<file path="config.mk">
export PLATFORM = sky130hd
export DESIGN_NAME = uart_rx_fifo
export DESIGN_NICKNAME = d
export VERILOG_FILES = /design/src/rtl/uart_pkg.sv /design/src/rtl/byte_fifo.sv /design/src/rtl/uart_rx_fifo.sv
export SDC_FILE = /design/constraint.sdc
export NUM_CORES = 1
export LEC_CHECK = 0
export BUFFER_PORTS_ARGS = -buffer_cell sky130_fd_sc_hd__buf_4
export CAP_MARGIN = 20
export CORE_MARGIN = 1.5
export CORE_UTILIZATION = 45
export DETAILED_ROUTE_END_ITERATION = 16
export RECOVER_POWER = 25
export SYNTH_ARGS = -nofsm -noshare
export SYNTH_HDL_FRONTEND = slang
export SYNTH_SLANG_ARGS = --single-unit
</file>
<file path="constraint.sdc">
create_clock -name clk -period 3.4 [get_ports clk]
set_input_delay 0.68 -clock clk [delete_from_list [all_inputs] [get_ports clk]]
set_output_delay 0.68 -clock clk [all_outputs]
set_load 0.005 [all_outputs]
</file>
<file path="src/rtl/uart_pkg.sv">
// Shared definitions for the host-link UART receiver.
//   rx_state_t           : receiver FSM state encoding
//   DEFAULT_CLKS_PER_BIT : 48 MHz / 3 Mbaud
//   DATA_BITS            : payload bits per 8N1 frame
package uart_pkg;

    typedef enum logic [2:0] {
        ST_IDLE,
        ST_START,
        ST_DATA,
        ST_STOP,
        ST_BREAK
    } rx_state_t;

    localparam int DEFAULT_CLKS_PER_BIT = 16;
    localparam int DATA_BITS            = 8;

endpackage

</file>
<file path="src/rtl/byte_fifo.sv">
// Synchronous first-word-fall-through byte FIFO.
//   clk, reset : clock, async active-low reset
//   push, din  : write request and byte (dropped when full unless pop is also set)
//   pop        : advance head (ignored when empty)
//   full/empty : occupancy flags from pointer MSB compare
//   head       : registered head byte; holds its last value while empty
module byte_fifo #(
    parameter int DEPTH = 16
) (
    input  logic       clk,
    input  logic       reset,
    input  logic       push,
    input  logic [7:0] din,
    input  logic       pop,
    output logic       full,
    output logic       empty,
    output logic [7:0] head
);

    localparam int AW = $clog2(DEPTH);

    logic [7:0]  mem [DEPTH];
    logic [AW:0] wptr, rptr, rptr_inc, count;
    logic        do_push, do_pop;

    assign empty    = (wptr == rptr);
    assign full     = (wptr[AW-1:0] == rptr[AW-1:0]) && (wptr[AW] != rptr[AW]);
    assign count    = wptr - rptr;
    assign rptr_inc = rptr + (AW+1)'(1);

    // A pop frees the slot the concurrent push writes into, so push-while-full
    // succeeds when paired with a pop.
    assign do_push = push && (!full || pop);
    assign do_pop  = pop && !empty;

    always_ff @(posedge clk) begin
        if (do_push)
            mem[wptr[AW-1:0]] <= din;
    end

    always_ff @(posedge clk or negedge reset) begin
        if (!reset) begin
            wptr <= '0;
            rptr <= '0;
            head <= 8'h00;
        end else begin
            if (do_push) wptr <= wptr + (AW+1)'(1);
            if (do_pop)  rptr <= rptr_inc;
            // Head is a register so it can hold its value when empty. The
            // next head comes from memory if it was already stored, or from
            // din when the incoming byte becomes the head this cycle.
            if (do_pop) begin
                if (count > (AW+1)'(1))
                    head <= mem[rptr_inc[AW-1:0]];
                else if (do_push)
                    head <= din;
            end else if (do_push && empty) begin
                head <= din;
            end
        end
    end

endmodule

</file>
<file path="src/rtl/uart_rx_fifo.sv">
// 8N1 UART receiver with a FWFT receive FIFO for the host command link.
//   clk           : system clock (48 MHz)
//   reset         : async active-low reset
//   serial        : raw UART line, idle high, asynchronous to clk
//   data          : byte at FIFO head (valid while data_valid)
//   data_valid    : FIFO non-empty
//   data_strobe   : pop head; ignored while data_valid=0
//   framing_error : one-cycle pulse, stop bit sampled low
//   overflow      : one-cycle pulse, good byte dropped on a full FIFO
import uart_pkg::*;

module uart_rx_fifo #(
    parameter int CLKS_PER_BIT = DEFAULT_CLKS_PER_BIT,
    parameter int FIFO_DEPTH   = 16
) (
    input  logic       clk,
    input  logic       reset,
    input  logic       serial,
    output logic [7:0] data,
    output logic       data_valid,
    input  logic       data_strobe,
    output logic       framing_error,
    output logic       overflow
);

    localparam int CW = $clog2(CLKS_PER_BIT);
    localparam int BW = $clog2(DATA_BITS);
    localparam logic [CW-1:0] HALF_M1 = CW'(CLKS_PER_BIT / 2 - 1);
    localparam logic [CW-1:0] FULL_M1 = CW'(CLKS_PER_BIT - 1);

    logic                 sync1, sync2, rx_s;
    logic [1:0]           settle;
    logic                 armed;
    rx_state_t            state, state_nxt;
    logic [CW-1:0]        cnt, cnt_nxt;
    logic [BW-1:0]        bit_idx, bit_nxt;
    logic [DATA_BITS-1:0] shreg, shreg_nxt;
    logic                 push, fe;
    logic                 full, empty;

    assign rx_s = sync2;

    always_ff @(posedge clk or negedge reset) begin
        if (!reset) begin
            sync1 <= 1'b1;
            sync2 <= 1'b1;
        end else begin
            sync1 <= serial;
            sync2 <= sync1;
        end
    end

    // The sync flops reset to idle-high, so a line that is already low at
    // reset release must not look like a start bit. settle marks when the
    // sync chain reflects the real pin; armed then requires a real high.
    always_ff @(posedge clk or negedge reset) begin
        if (!reset) begin
            settle <= 2'b00;
            armed  <= 1'b0;
        end else begin
            settle <= {settle[0], 1'b1};
            if (settle[1] && rx_s)
                armed <= 1'b1;
        end
    end

    always_ff @(posedge clk or negedge reset) begin
        if (!reset) begin
            state   <= ST_IDLE;
            cnt     <= '0;
            bit_idx <= '0;
            shreg   <= '0;
        end else begin
            state   <= state_nxt;
            cnt     <= cnt_nxt;
            bit_idx <= bit_nxt;
            shreg   <= shreg_nxt;
        end
    end

    always_comb begin
        state_nxt = state;
        cnt_nxt   = cnt + CW'(1);
        bit_nxt   = bit_idx;
        shreg_nxt = shreg;
        push      = 1'b0;
        fe        = 1'b0;
        case (state)
            ST_IDLE: begin
                cnt_nxt = '0;
                if (armed && !rx_s)
                    state_nxt = ST_START;
            end
            ST_START: begin
                // Centre of start bit; a high line here was a glitch.
                if (cnt == HALF_M1) begin
                    cnt_nxt   = '0;
                    bit_nxt   = '0;
                    state_nxt = rx_s ? ST_IDLE : ST_DATA;
                end
            end
            ST_DATA: begin
                if (cnt == FULL_M1) begin
                    cnt_nxt   = '0;
                    shreg_nxt = {rx_s, shreg[DATA_BITS-1:1]};
                    bit_nxt   = bit_idx + BW'(1);
                    if (bit_idx == BW'(DATA_BITS - 1))
                        state_nxt = ST_STOP;
                end
            end
            ST_STOP: begin
                // Leaving at stop-bit centre gives half a bit of margin for
                // the next start edge with a one-bit stop.
                if (cnt == FULL_M1) begin
                    cnt_nxt = '0;
                    if (rx_s) begin
                        push      = 1'b1;
                        state_nxt = ST_IDLE;
                    end else begin
                        fe        = 1'b1;
                        state_nxt = ST_BREAK;
                    end
                end
            end
            ST_BREAK: begin
                cnt_nxt = '0;
                if (rx_s)
                    state_nxt = ST_IDLE;
            end
            default: begin
                cnt_nxt   = '0;
                state_nxt = ST_IDLE;
            end
        endcase
    end

    byte_fifo #(
        .DEPTH (FIFO_DEPTH)
    ) u_fifo (
        .clk   (clk),
        .reset (reset),
        .push  (push),
        .din   (shreg_nxt),
        .pop   (data_strobe),
        .full  (full),
        .empty (empty),
        .head  (data)
    );

    assign data_valid    = !empty;
    assign framing_error = fe;
    assign overflow      = push && full && !data_strobe;

endmodule

</file>
======== Word-level counts from Yosys, hierarchy flattened ========
Memories as Yosys holds them, arrays and structs flattened.
Index checks and enable logic that the tools add are counted.
storage, ports and cells
  flip-flop bits (word level) ............. 41
  memory bits (writable) .................. 128
  output and inout bits ................... 11
  word-level logic and storage cells ...... 84
  memories ................................ 1
operators by class
  add/subtract/negate cells ............... 5
  magnitude comparators ................... 1
  eq/ne operators ......................... 17
  muxes and demuxes ....................... 29
  reductions and logical operators ........ 20
memory list
  name        depth  width  rd ports  clocked after Yosys merged registers in  write ports  line             text
  u_fifo.mem  16     8      1         0                                        1            byte_fifo.sv:22  logic [7:0] mem [DEPTH];
operators by type and width
  operator               number
  $mux W8                6
  $mux W3                9
  $pmux W3 S5            1
  $ne A2 B2 Y1 const B   6
  $add A5 B1 Y5 const B  2
  $logic_and A1 B1 Y1    8
  $mux W1                8
  $mux W4                2
  $pmux W4 S2            1
  $eq A3 B2 Y1 const B   2
  $eq A3 B3 Y1 const B   2
  $pmux W3 S2            1
  $reduce_and A6 Y1      1
  $eq A5 B5 Y1           1
  $gt A5 B1 Y1 const B   1
  $sub A5 B5 Y5          1
  $add A4 B1 Y4 const B  1
  $eq A4 B3 Y1 const B   1
  $eq A4 B4 Y1           1
  $eq A4 B4 Y1 const B   1
  $logic_not A1 Y1       4
  $reduce_bool A2 Y1     2
  $add A3 B1 Y3 const B  1
  $eq A3 B1 Y1 const B   1
  8 further kinds        8

======== Logic depth before layout (Yosys ltp) ========
Gate-level depths: netlist of run 1.
  word-level depth ........................ 8
  mapped depth ............................ 9

======== Modules after synthesis ========
Synthesis of run 1 repeated with hierarchy kept, for this count alone.
unflattened totals
  cells, all modules ...................... 364
  area, all modules ....................... 6,969.2 um^2
by module, submodules not included
  module        instances  cells each  area an instance (um^2)  sequential area each (um^2)
  byte_fifo     1          289         5,959.5                  4,294.1
  uart_rx_fifo  1          75          1,009.7                  578.1

======== Worst setup path after synthesis of run 1 ========
Ideal clock, no wire load.
  path kind ............................... register to register
  start ................................... reg u_fifo.rptr[2]
  end ..................................... mem u_fifo.mem[12][0] (enable)
  library setup time ...................... 0.371 ns
  arrival time ............................ 1.819 ns
  path slack .............................. 1.211 ns
  cell stages (with the launch flop) ...... 9
  buffers on the path ..................... 1
  period minus slack after synthesis ...... 2.189 ns
  cells stage by stage .................... dfrtp_1 buf_2 inv_1 ha_1 nand4_1 nor3_1 nor2_2 nand3_1 nor2_1
between the ends
  word-level cells in the longest chain between the ends .. 7
RTL lines
  item                           line             text
  start, declared                byte_fifo.sv:23  logic [AW:0] wptr, rptr, rptr_inc, count;
  start signal, assigned         byte_fifo.sv:48  if (do_pop) rptr <= rptr_inc;
  $eq A4 B4 Y1                   byte_fifo.sv:27  assign full = (wptr[AW-1:0] == rptr[AW-1:0]) && (wptr[AW] != rptr[AW]);
  $logic_and A1 B1 Y1            byte_fifo.sv:27
  $logic_not A1 Y1               byte_fifo.sv:33  assign do_push = push && (!full || pop);
  $logic_or A1 B1 Y1             byte_fifo.sv:33
  $logic_and A1 B1 Y1            byte_fifo.sv:33
  $mux W1                        byte_fifo.sv:37  if (do_push)
  $mux W1 (not written as such)  byte_fifo.sv:38  mem[wptr[AW-1:0]] <= din;
  end, declared                  byte_fifo.sv:22
No other way between the ends.

======== Final worst setup path of run 1 ========
  start ................................... reg u_fifo.rptr[2]
  end ..................................... out overflow
between the ends
  word-level cells in the longest chain between the ends .. 4
RTL lines
  item                              line                 text
  $eq A4 B4 Y1                      byte_fifo.sv:27
  $logic_and A1 B1 Y1               byte_fifo.sv:27
  $logic_and A1 B1 Y1 (2 in a row)  uart_rx_fifo.sv:152  assign overflow = push && full && !data_strobe;
  end, declared                     uart_rx_fifo.sv:23   output logic overflow
No other way between the ends.

==> results of run 1 <==
[routing by layer]
metal	wire length, µm	global-route usage, %
met5	0	0
met4	395	8.20
met3	513	3.88
met2	7070	30.4
met1	6380	25.7
[sequential cells by signal, summed over array words and instances, names as in the netlist, 3 cells and up]
| name | cells |
|---|---|
| u_fifo.wptr | 5 |
| shreg | 8 |
| bit_idx | 3 |
| u_fifo.rptr | 5 |
| u_fifo.head | 8 |
| cnt | 4 |
| state | 3 |
| u_fifo.mem | 128 |
[cells in the final DEF, fill, tap and decap left out, types with 11 or more instances in the layout]
cell type	count
edfxtp_1	128
ha_1	12
mux4_2	16
nor2_1	16
a21oi_1	11
a32oi_1	16
clkbuf_16	18
and2_1	15
nand2_1	58
mux2i_1	32
dfrtp_1	39
xnor2_1	11
[power by group]
| part | leakage (µW) | internal, µW | switching, µW |
|---|---|---|---|
| registers | 0.00172 | 2350 | 146 |
| clock network | 0.000280 | 1050 | 742 |
| logic | 0.000942 | 924 | 1350 |
[area by class of cell]
type,instances,area share (%)
diodes,1,0.0315
clock buffers,25,6.47
clock inverters,7,0.504
inverters,10,0.472
multi-input cells,254,25.9
flip-flops and latches,169,61.3
well taps,211,3.32
repair buffers,22,2.03
[synth_stat cells, types with 3 or more instances]
cell type / number
inv_1: 10
mux2i_1: 32
and2_1: 15
xnor2_1: 12
edfxtp_1: 128
a21oi_1: 11
nor2_1: 16
dfrtp_1: 39
mux2_2: 8
buf_4: 3
buf_2: 13
nand4_1: 4
nand2_1: 58
a32oi_1: 16
a31oi_1: 8
xor2_1: 4
nand3_1: 4
nor2b_1: 3
ha_1: 12
o21ai_0: 5
mux4_2: 16
buf_1: 3
[cell families (layout without fill, tap and decap cells)]
family | after synthesis | after routing
AOI/OAI and AO/OA | 51 | 51
xor gates and xnor gates | 16 | 16
adders and majority gates | 13 | 13
buffers and inverters | 31 | 64
DFF | 169 | 169
muxes | 57 | 57
other | 1 | 2
and+or+nand+nor | 116 | 116
[path summary, 6_finish.rpt]
path	to	slack [ns]	cells after the start
setup reg to reg	u_fifo.mem[13][2]$_DFFE_PP_	0.70	7
min in group asynchronous	cnt[1]$_DFF_PN0_	0.94	1
max in group asynchronous	u_fifo.head[4]$_DFFE_PN0P_	1.14	1
hold reg to reg	settle[1]$_DFF_PN0_	0.35	0
setup / recovery	overflow	0.58	5
hold / removal	settle[1]$_DFF_PN0_	0.35	0
[per-stage QoR]
stage	hold WS (ns)	setup WS, ns	util (%)
2_1_floorplan	0.331	1.21	-
3_3_place_gp	0.342	0.747	48.5
3_5_place_dp	0.335	0.660	48.5
4_1_cts	0.251	0.564	52.1
5_1_grt	0.347	0.425	52.1
6_report	0.348	0.583	52.1
[worst max-delay path, stage by stage, from the launching register on]
cell and delay (ns):
dfrtp_1 0.57, inv_1 0.10, ha_1 0.36, nand4_1 0.15
nor4_1 0.36, buf_4 0.18
==> metrics.yaml, run 1 <==
cts:
  postCtsResizedCells: 0
  hold_buffers: 0
  cts_tree: "built"
  post_cts_buffers: 0
  cts.sinks: 169
  clockBufferDepth: 2
  cts_buffers: 17
  cts-root-buf: "clkbuf_16"
  clk_pin_slew_ns: 0.06
  clkLatencyLatePin_ns: 0.42
  htreeDepth: 4
sta:
  finalHoldViolCount: 0
  fin_setup_tns_ns: 0
  grt_setup_unrepaired: "no"
  fmax_mhz: 355
  max_slew_margin_pct: -53.6
  finalMaxSlewViolations: 42
  tightest_slew_ns: 2.30
  min_period_over_period_pct: 82.9
  finalClockSkew_ns: 0.00707
  finalSetupViolations: 0
  finalCriticalPeriod_ns: 2.82
run_status:
  status: "finished with violations"
  violations: "capacitance limit, slew limit"
global_route:
  grt_antenna_before_repair: 0
  grt-ovfl-total: 0
  grt_usage_pct: 19.1
  grt_pass1_vias: 3971
  grt_pass1_wl_um: 22800
  grt_start_max_net_pins: 42
die:
  die_area_mm2: 0.0164
  fp-row-count: 45
  die_w_um: 128
  die_y_um: 128
  core_mm2: 0.0153
  initial_core_util_pct: 46.2
  ios: 15
route:
  drc_errors: 0
  vias: 3806
  postRouteWirelength_um: 14400
  wire_per_inst_um: 20.5
  drt_iter0_drc: 291
  ant_nets: 0
  viasPerCell: 5.44
  first_pass_iters: 4
setup_path:
  cp.required_ns: 2.72
  startpoint_type: "flop"
  path_max_fanout: 6
  worstPathArrival_ns: 2.14
  r2r_start: "u_fifo.rptr[2]$_DFFE_PN0P_"
  cp-end-kind: "output port"
  critPathKind: "reg2out"
  critPathLaunch: "u_fifo.rptr[2]$_DFFE_PN0P_"
synthesis:
  synth_top_area_cell: "edfxtp_1"
  ys_seq_area_share_pct: 69.1
  synth_cell_types: 48
  netlist_instances: 454
  syn-cell-area_mm2: 0.00705
  ys.flop_type: "edfxtp_1"
  async_flop_share_pct: 24.3
  synth_edf_count: 128
  yosys_warnings: 0
  synthXorXnorAreaFrac_pct: 1.99
  synth.top_cell.area_share_pct: 54.5
  ys_ff_latch: 169
  synth_area_per_cell_um2: 15.5
  synth_top_family_by_area: "multiplexers"
  syn_nets: 471
  synthTopCellsByArea: "edfxtp_1, dfrtp_1, mux4_2"
  synth_mux_area_share_pct: 11.1
  synth-adder-area-share_pct: 2.41
  yosys.area_share.simple_pct: 8.09
  synth_compound_area_share_pct: 5.23
power_and_ir_drop:
  p_per_area_mw_per_mm2: 825
  power_uw: 6560
  vdd_drop_max_mv: 0.394
  p_leak_uw: 0.00294
cells_and_area:
  nFillCells: 1291
  drive_above_1_share_pct: 15.2
  seq_area_mm2: 0.00487
  nets: 491
  multi_input_area_mm2: 0.00206
  final_cells: 699
  design_area_mm2: 0.00795
  syn_to_final_growth_pct: 12.7
hold_path:
  hp-start: "settle[0]$_DFF_PN0_"
  holdCritPathClass: "reg2reg"
place:
  placed_cell_area_mm2: 0.00739
  place_congestion: 0.818
  dpl.cell_count: 665
  dpl.hpwl_um: 9530
  io_buffers: 14
flow_run:
  drv_cap: 1
Power figures use the tool's default switching activity.
==> run 2: changes to the inputs <==
==> constraint.sdc (replaced) <==
create_clock -name clk -period 2.7 [get_ports clk]
set_input_delay 0.54 -clock clk [delete_from_list [all_inputs] [get_ports clk]]
set_output_delay 0.54 -clock clk [all_outputs]
set_load 0.005 [all_outputs]
==> run 2 against run 1 <==
Against the previous run: the run still ends with capacitance limit, slew limit left; clock skew increased by 0.0017 ns; wire length increased by 0.11%; count of clock-buffer cells in the layout decreased by 1; cell area increased by 0.74%; core utilization increased by 0.39 points; clock power increased by 36%; combinational power increased by 30%; critical path type unchanged; critical endpoint unchanged; largest cell class unchanged.
==> metrics.yaml, run 2 (synthesis results as in run 1) <==
cts:
  clk_pin_slew_ns: 0.06  # about the same
  htreeDepth: 4  # unchanged
  cts_tree: "built"
  clkLatencyLatePin_ns: 0.42  # about the same
  cts-root-buf: "clkbuf_16"
  cts.sinks: 169  # unchanged
  clockBufferDepth: 2  # unchanged
  cts_buffers: 17  # unchanged
setup_path:
  cpPeakStageDelay_ns: 0.37  # -0.20 ns
  crit_end: "overflow"
  critPathBufInv: 1  # -1
  worstPathArrival_ns: 2.00  # -0.14 ns
  critPathLaunch: "cnt[0]$_DFF_PN0_"
  path_depth: 5  # unchanged
  critPathTopFamily: "simple AND/OR/NAND/NOR gates"
  path_max_fanout: 6  # unchanged
  cpMaxStageDelayCell: "dfrtp_1"
  reg2reg_to: "u_fifo.head[5]$_DFFE_PN0P_"
  r2r_start: "u_fifo.wptr[0]$_DFFE_PN0P_"
  cp.required_ns: 2.16  # -0.56 ns
  startpoint_type: "flop"
  cp-end-kind: "output port"
  regToRegSetupSlack_ns: 0.22  # -0.48 ns
  critPathKind: "reg2out"
  reg2reg_depth: 8  # +1
  crit_chain: "ha_1 > and4_1 > nand4b_4 > nor4_1 > buf_4"
route:
  ant_nets: 0  # unchanged
  drc_errors: 0  # unchanged
  postRouteWirelength_um: 14400  # +0.11%
  drt_iter0_drc: 375  # +29%
  viasPerCell: 5.46  # +0.30%
  first_pass_iters: 5  # +1
  vias: 3823  # +0.45%
  wire_per_inst_um: 20.5  # about the same
global_route:
  grt_usage_pct: 19.1  # -0.030 points
  grt_pass1_wl_um: 22500  # -1.1%
  grt-ovfl-total: 0  # unchanged
  grt_start_max_net_pins: 42  # unchanged
  grt_pass1_vias: 3995  # +0.60%
  grt_antenna_before_repair: 0  # unchanged
cells_and_area:
  layout_commonest_cell: "edfxtp_1"
  final_cells: 700  # +0.14%
  design_area_mm2: 0.00801  # +0.74%
  drive_above_1_share_pct: 15.5  # +0.35 points
  nets: 493  # +0.41%
  diodes: 0  # -1
  final_cell_mix: "edfxtp_1, nand2_1, dfrtp_1, mux2i_1, clkbuf_16"
  largest_reg_flops: 128  # unchanged
  syn_to_final_growth_pct: 13.6
die:
  die_area_mm2: 0.0164  # unchanged
  core_mm2: 0.0153  # unchanged
  die_y_um: 128  # unchanged
  fp-row-count: 45  # unchanged
  ios: 15  # unchanged
  die_w_um: 128  # unchanged
  initial_core_util_pct: 46.2  # unchanged
sta:
  fin_setup_tns_ns: 0  # unchanged
  tightest_slew_ns: 2.16  # -0.148 ns
  fin_ws_ns: 0.164  # -0.419 ns
  finalMaxSlewViolations: 42  # unchanged
  min_period_over_period_pct: 93.9
  finalClockSkew_ns: 0.00879  # +0.00172 ns
  grt_setup_unrepaired: "no"
  finalHoldViolCount: 0  # unchanged
  fmax_mhz: 394
  finalSetupViolations: 0  # unchanged
  finalCriticalPeriod_ns: 2.54
  max_slew_margin_pct: -43.7  # +9.9 points
place:
  io_buffers: 14  # unchanged
  dpl.cell_count: 668  # +0.45%
  pre_cts_ws_ns: 0.227  # -0.433 ns
  placed_cell_area_mm2: 0.00743  # +0.47%
  dpl.hpwl_um: 9470  # -0.56%
  place_congestion: 0.817  # -0.16%
power_and_ir_drop:
  p_per_area_mw_per_mm2: 1060  # +29%
  p_clk_share_pct: 28.5  # +1.2 points
  netSwitchingPower_uw: 2940  # +32%
  pwr-share-comb_pct: 34.6  # about the same
  switching_share_pct: 34.5  # +0.41 points
  power_uw: 8520  # +30%
  p_leak_uw: 0.00297  # +1.0%
  internal_power_uw: 5580  # +29%
  p_seq_share_pct: 36.9  # -1.2 points
  vdd_drop_max_mv: 0.531  # +35%
hold_path:
  holdCritPathClass: "in2reg"
  hp-start: "serial"
  hold_depth: 1  # +1
run_status:
  violations: "capacitance limit, slew limit"
  status: "finished with violations"
flow_run:
  drv_cap: 1  # unchanged
## run 2: cell types whose count changed in the layout (fill, tap and decap cells not counted), sizes merged
| cell | previous run | this run |
|---|---|---|
| bufinv | 0 | 1 |
| diode | 1 | 0 |
| clkinvlp | 1 | 0 |
| clkbuf | 36 | 34 |
| inv | 12 | 13 |
| buf | 11 | 14 |
## run 2: final cells by class
cell class	instances	area, µm²
Multi-Input combinational cell	254	2060
Fill cell	1241	7250
Tap cell	211	264
Sequential cell	169	4870
Inverter	10	37.5
Clock inverter	8	78.8
Clock buffer	24	527
Timing Repair Buffer	24	170
## run 2: worst min path at each step
stage	end	slack (ns)
after CTS	bit_idx[1]$_DFFE_PN0P_	0.10
after floorplan	armed$_DFFE_PN0P_	0.24
after detailed placement	settle[1]$_DFF_PN0_	0.34
final	sync1$_DFF_PN1_	0.22
after global placement	settle[1]$_DFF_PN0_	0.33
after global routing	sync1$_DFF_PN1_	0.21
## run 2: what timing repair did
| item | CTS | global route |
|---|---|---|
| gates resized for setup | 0 | 1 |
| hold buffers | 0 | 0 |
| setup endpoints to repair | 0 | 8 |
| setup buffers | 0 | 0 |
## run 2: power groups by stage
stage | sequential, µW | clock [µW] | combinational (µW)
finish | 3140 | 2430 | 2950
global route | 3170 | 2590 | 3250
CTS | 3140 | 2470 | 3050
detailed placement | 3190 | 0 | 3030
global placement | 3180 | 0 | 2970
floorplan | 3130 | 0 | 2110
## run 2: through the flow
stage                     hold slack (ns)  util, %
after CTS                           0.101     52.7
after global routing                0.209     52.5
after global placement              0.333     48.7
final                               0.222     52.5
after floorplan                     0.244        -
after detailed placement            0.343     48.7
## run 2: layer usage
metal / GRT usage, % / wire length (µm)
met1: 24.3 / 6240
met2: 32.2 / 7350
met3: 4.13 / 538
met4: 7.27 / 247
met5: 0 / 0
==> run 3: changes to the inputs <==
==> constraint.sdc (replaced) <==
create_clock -name clk -period 2.45 [get_ports clk]
set_input_delay 0.49 -clock clk [delete_from_list [all_inputs] [get_ports clk]]
set_output_delay 0.49 -clock clk [all_outputs]
set_load 0.005 [all_outputs]
==> run 3 against run 2 <==
Against the previous run: combinational power is 22% higher; hold slack worse by 0.050 ns; global-route usage grew 0.49 points; count of clock-buffer cells in the layout fell by 7; critical path depth increased by 1; the run now ends clean; critical endpoint unchanged; flip-flop and latch count stayed put; clock skew up 0.0023 ns.
==> metrics.yaml, run 3 (synthesis results as in run 1) <==
cells_and_area:
  drive_above_1_share_pct: 23.8  # +8.3 points
  final_cell_mix: "edfxtp_1, nand2_1, dfrtp_1, buf_4, mux2i_1"
  nets: 512  # +3.9%
  diodes: 0  # unchanged
  syn_to_final_growth_pct: 16.9
  layout_commonest_cell: "edfxtp_1"
  largest_reg_flops: 128  # unchanged
setup_path:
  cp-end-kind: "output port"
  path_max_fanout: 4  # -2
  critPathTopFamily: "simple AND/OR/NAND/NOR gates"
  worstPathArrival_ns: 1.88  # -0.12 ns
  critPathKind: "reg2out"
  cp.required_ns: 1.96  # -0.20 ns
  critPathBufInv: 2  # +1
  crit_chain: "ha_2 > and4_4 > nand4b_4 > buf_6 > nor4_4 > buf_4"
  cpMaxStageDelayCell: "dfrtp_1"
  startpoint_type: "flop"
  cpPeakStageDelay_ns: 0.38  # about the same
route:
  drc_errors: 0  # unchanged
  wire_per_inst_um: 20.6  # +0.38%
  vias: 3926  # +2.7%
  ant_nets: 0  # unchanged
  first_pass_iters: 4  # -1
  postRouteWirelength_um: 14800  # +3.1%
  drt_iter0_drc: 308  # -18%
  viasPerCell: 5.46  # about the same
sta:
  min_period_over_period_pct: 96.9
  tightest_slew_ns: 1.02  # -1.13 ns
  fmax_mhz: 421
  fin_setup_tns_ns: 0  # unchanged
  grt_setup_unrepaired: "yes"
  finalClockSkew_ns: 0.0111  # +0.00235 ns
  finalCriticalPeriod_ns: 2.37
  max_slew_margin_pct: 31.7  # +75 points
  hold_slack_ns: 0.172  # -0.0503 ns
  finalHoldViolCount: 0  # unchanged
  finalSetupViolations: 0  # unchanged
  finalMaxSlewViolations: 0  # -100%
cts:
  cts-root-buf: "clkbuf_16"
  clockBufferDepth: 2  # unchanged
  cts_tree: "built"
  cts.sinks: 169  # unchanged
  hold_buffers: 0  # unchanged
  clkLatencyLatePin_ns: 0.43  # about the same
  htreeDepth: 4  # unchanged
  cts_buffers: 17  # unchanged
  clk_pin_slew_ns: 0.06  # about the same
power_and_ir_drop:
  p_per_area_mw_per_mm2: 1190  # +11%
  p_leak_uw: 0.00307  # +3.4%
  vdd_drop_max_mv: 1.23  # +130%
place:
  place_congestion: 0.790  # -3.3%
  dpl.hpwl_um: 9400  # -0.72%
  io_buffers: 14  # unchanged
flow_run:
  drv_cap: 0  # -1
run_status:
  status: "finished, final reports clean"
global_route:
  grt_pass1_vias: 4046  # +1.3%
  grt-ovfl-total: 0  # unchanged
  grt_start_max_net_pins: 42  # unchanged
  grt_usage_pct: 19.6  # +0.49 points
  grt_antenna_before_repair: 0  # unchanged
  grt_pass1_wl_um: 22800  # +1.3%
die:
  fp-row-count: 45  # unchanged
  initial_core_util_pct: 46.2  # unchanged
  die_w_um: 128  # unchanged
  ios: 15  # unchanged
  core_mm2: 0.0153  # unchanged
  die_y_um: 128  # unchanged
  die_area_mm2: 0.0164  # unchanged
hold_path:
  holdCritPathClass: "in2reg"
[run 3: worst paths after layout]
| check | startpoint | to | slack [ns] | depth (start not counted) |
|---|---|---|---|---|
| max | cnt[0]$_DFF_PN0_ | overflow | 0.08 | 6 |
| min | serial | sync1$_DFF_PN1_ | 0.17 | 1 |
| max reg2reg | u_fifo.wptr[0]$_DFFE_PN0P_ | u_fifo.mem[14][1]$_DFFE_PP_ | 0.15 | 7 |
| min reg2reg | settle[0]$_DFF_PN0_ | settle[1]$_DFF_PN0_ | 0.36 | 0 |
| max in group asynchronous | reset | u_fifo.wptr[1]$_DFFE_PN0P_ | 1.52 | 1 |
| min in group asynchronous | reset | settle[0]$_DFF_PN0_ | 0.23 | 1 |
[run 3: layer usage]
layer	wire [µm]	track usage, %	part of all wire [%]	vias up
met3	669	4.92	4.5	29
met5	0	0	0	-
met2	7230	31.0	49	111
li1	-	-	-	1796
met4	417	8.66	2.8	0
met1	6500	25.7	44	1990
[run 3: report_power, final]
part | switching [µW] | internal, µW
Sequential | 172 | 3270
Clock | 1120 | 1600
Combinational | 2070 | 1540
[run 3: final cells by class]
| cell class | instances | area (µm²) |
|---|---|---|
| flip-flops and latches | 169 | 4870 |
| repair buffers | 43 | 349 |
| multi-input cells | 254 | 2120 |
| fillers | 1244 | 7010 |
| clock buffers | 17 | 425 |
| clock inverters | 15 | 176 |
| inverters | 10 | 37.5 |
| well taps | 211 | 264 |
[run 3: repair_timing]
item	CTS	global route
setup endpoints to repair	1	41
setup buffers	0	1
resized for setup	1	14
pin swaps	0	1
[run 3: per-stage QoR]
| stage | power, µW | setup WS [ns] | instances | area [µm²] | util [%] |
|---|---|---|---|---|---|
| floorplan | 5770 | 0.261 | 454 | 7050 | - |
| global placement | 6990 | 0.184 | 686 | 7580 | 49.7 |
| detailed placement | 7050 | 0.0992 | 686 | 7580 | 49.7 |
| CTS | 9780 | 0.00622 | 718 | 8180 | 53.6 |
| global route | 10300 | -0.00692 | 719 | 8240 | 54.0 |
| finish | 9770 | 0.0752 | 719 | 8240 | 54.0 |
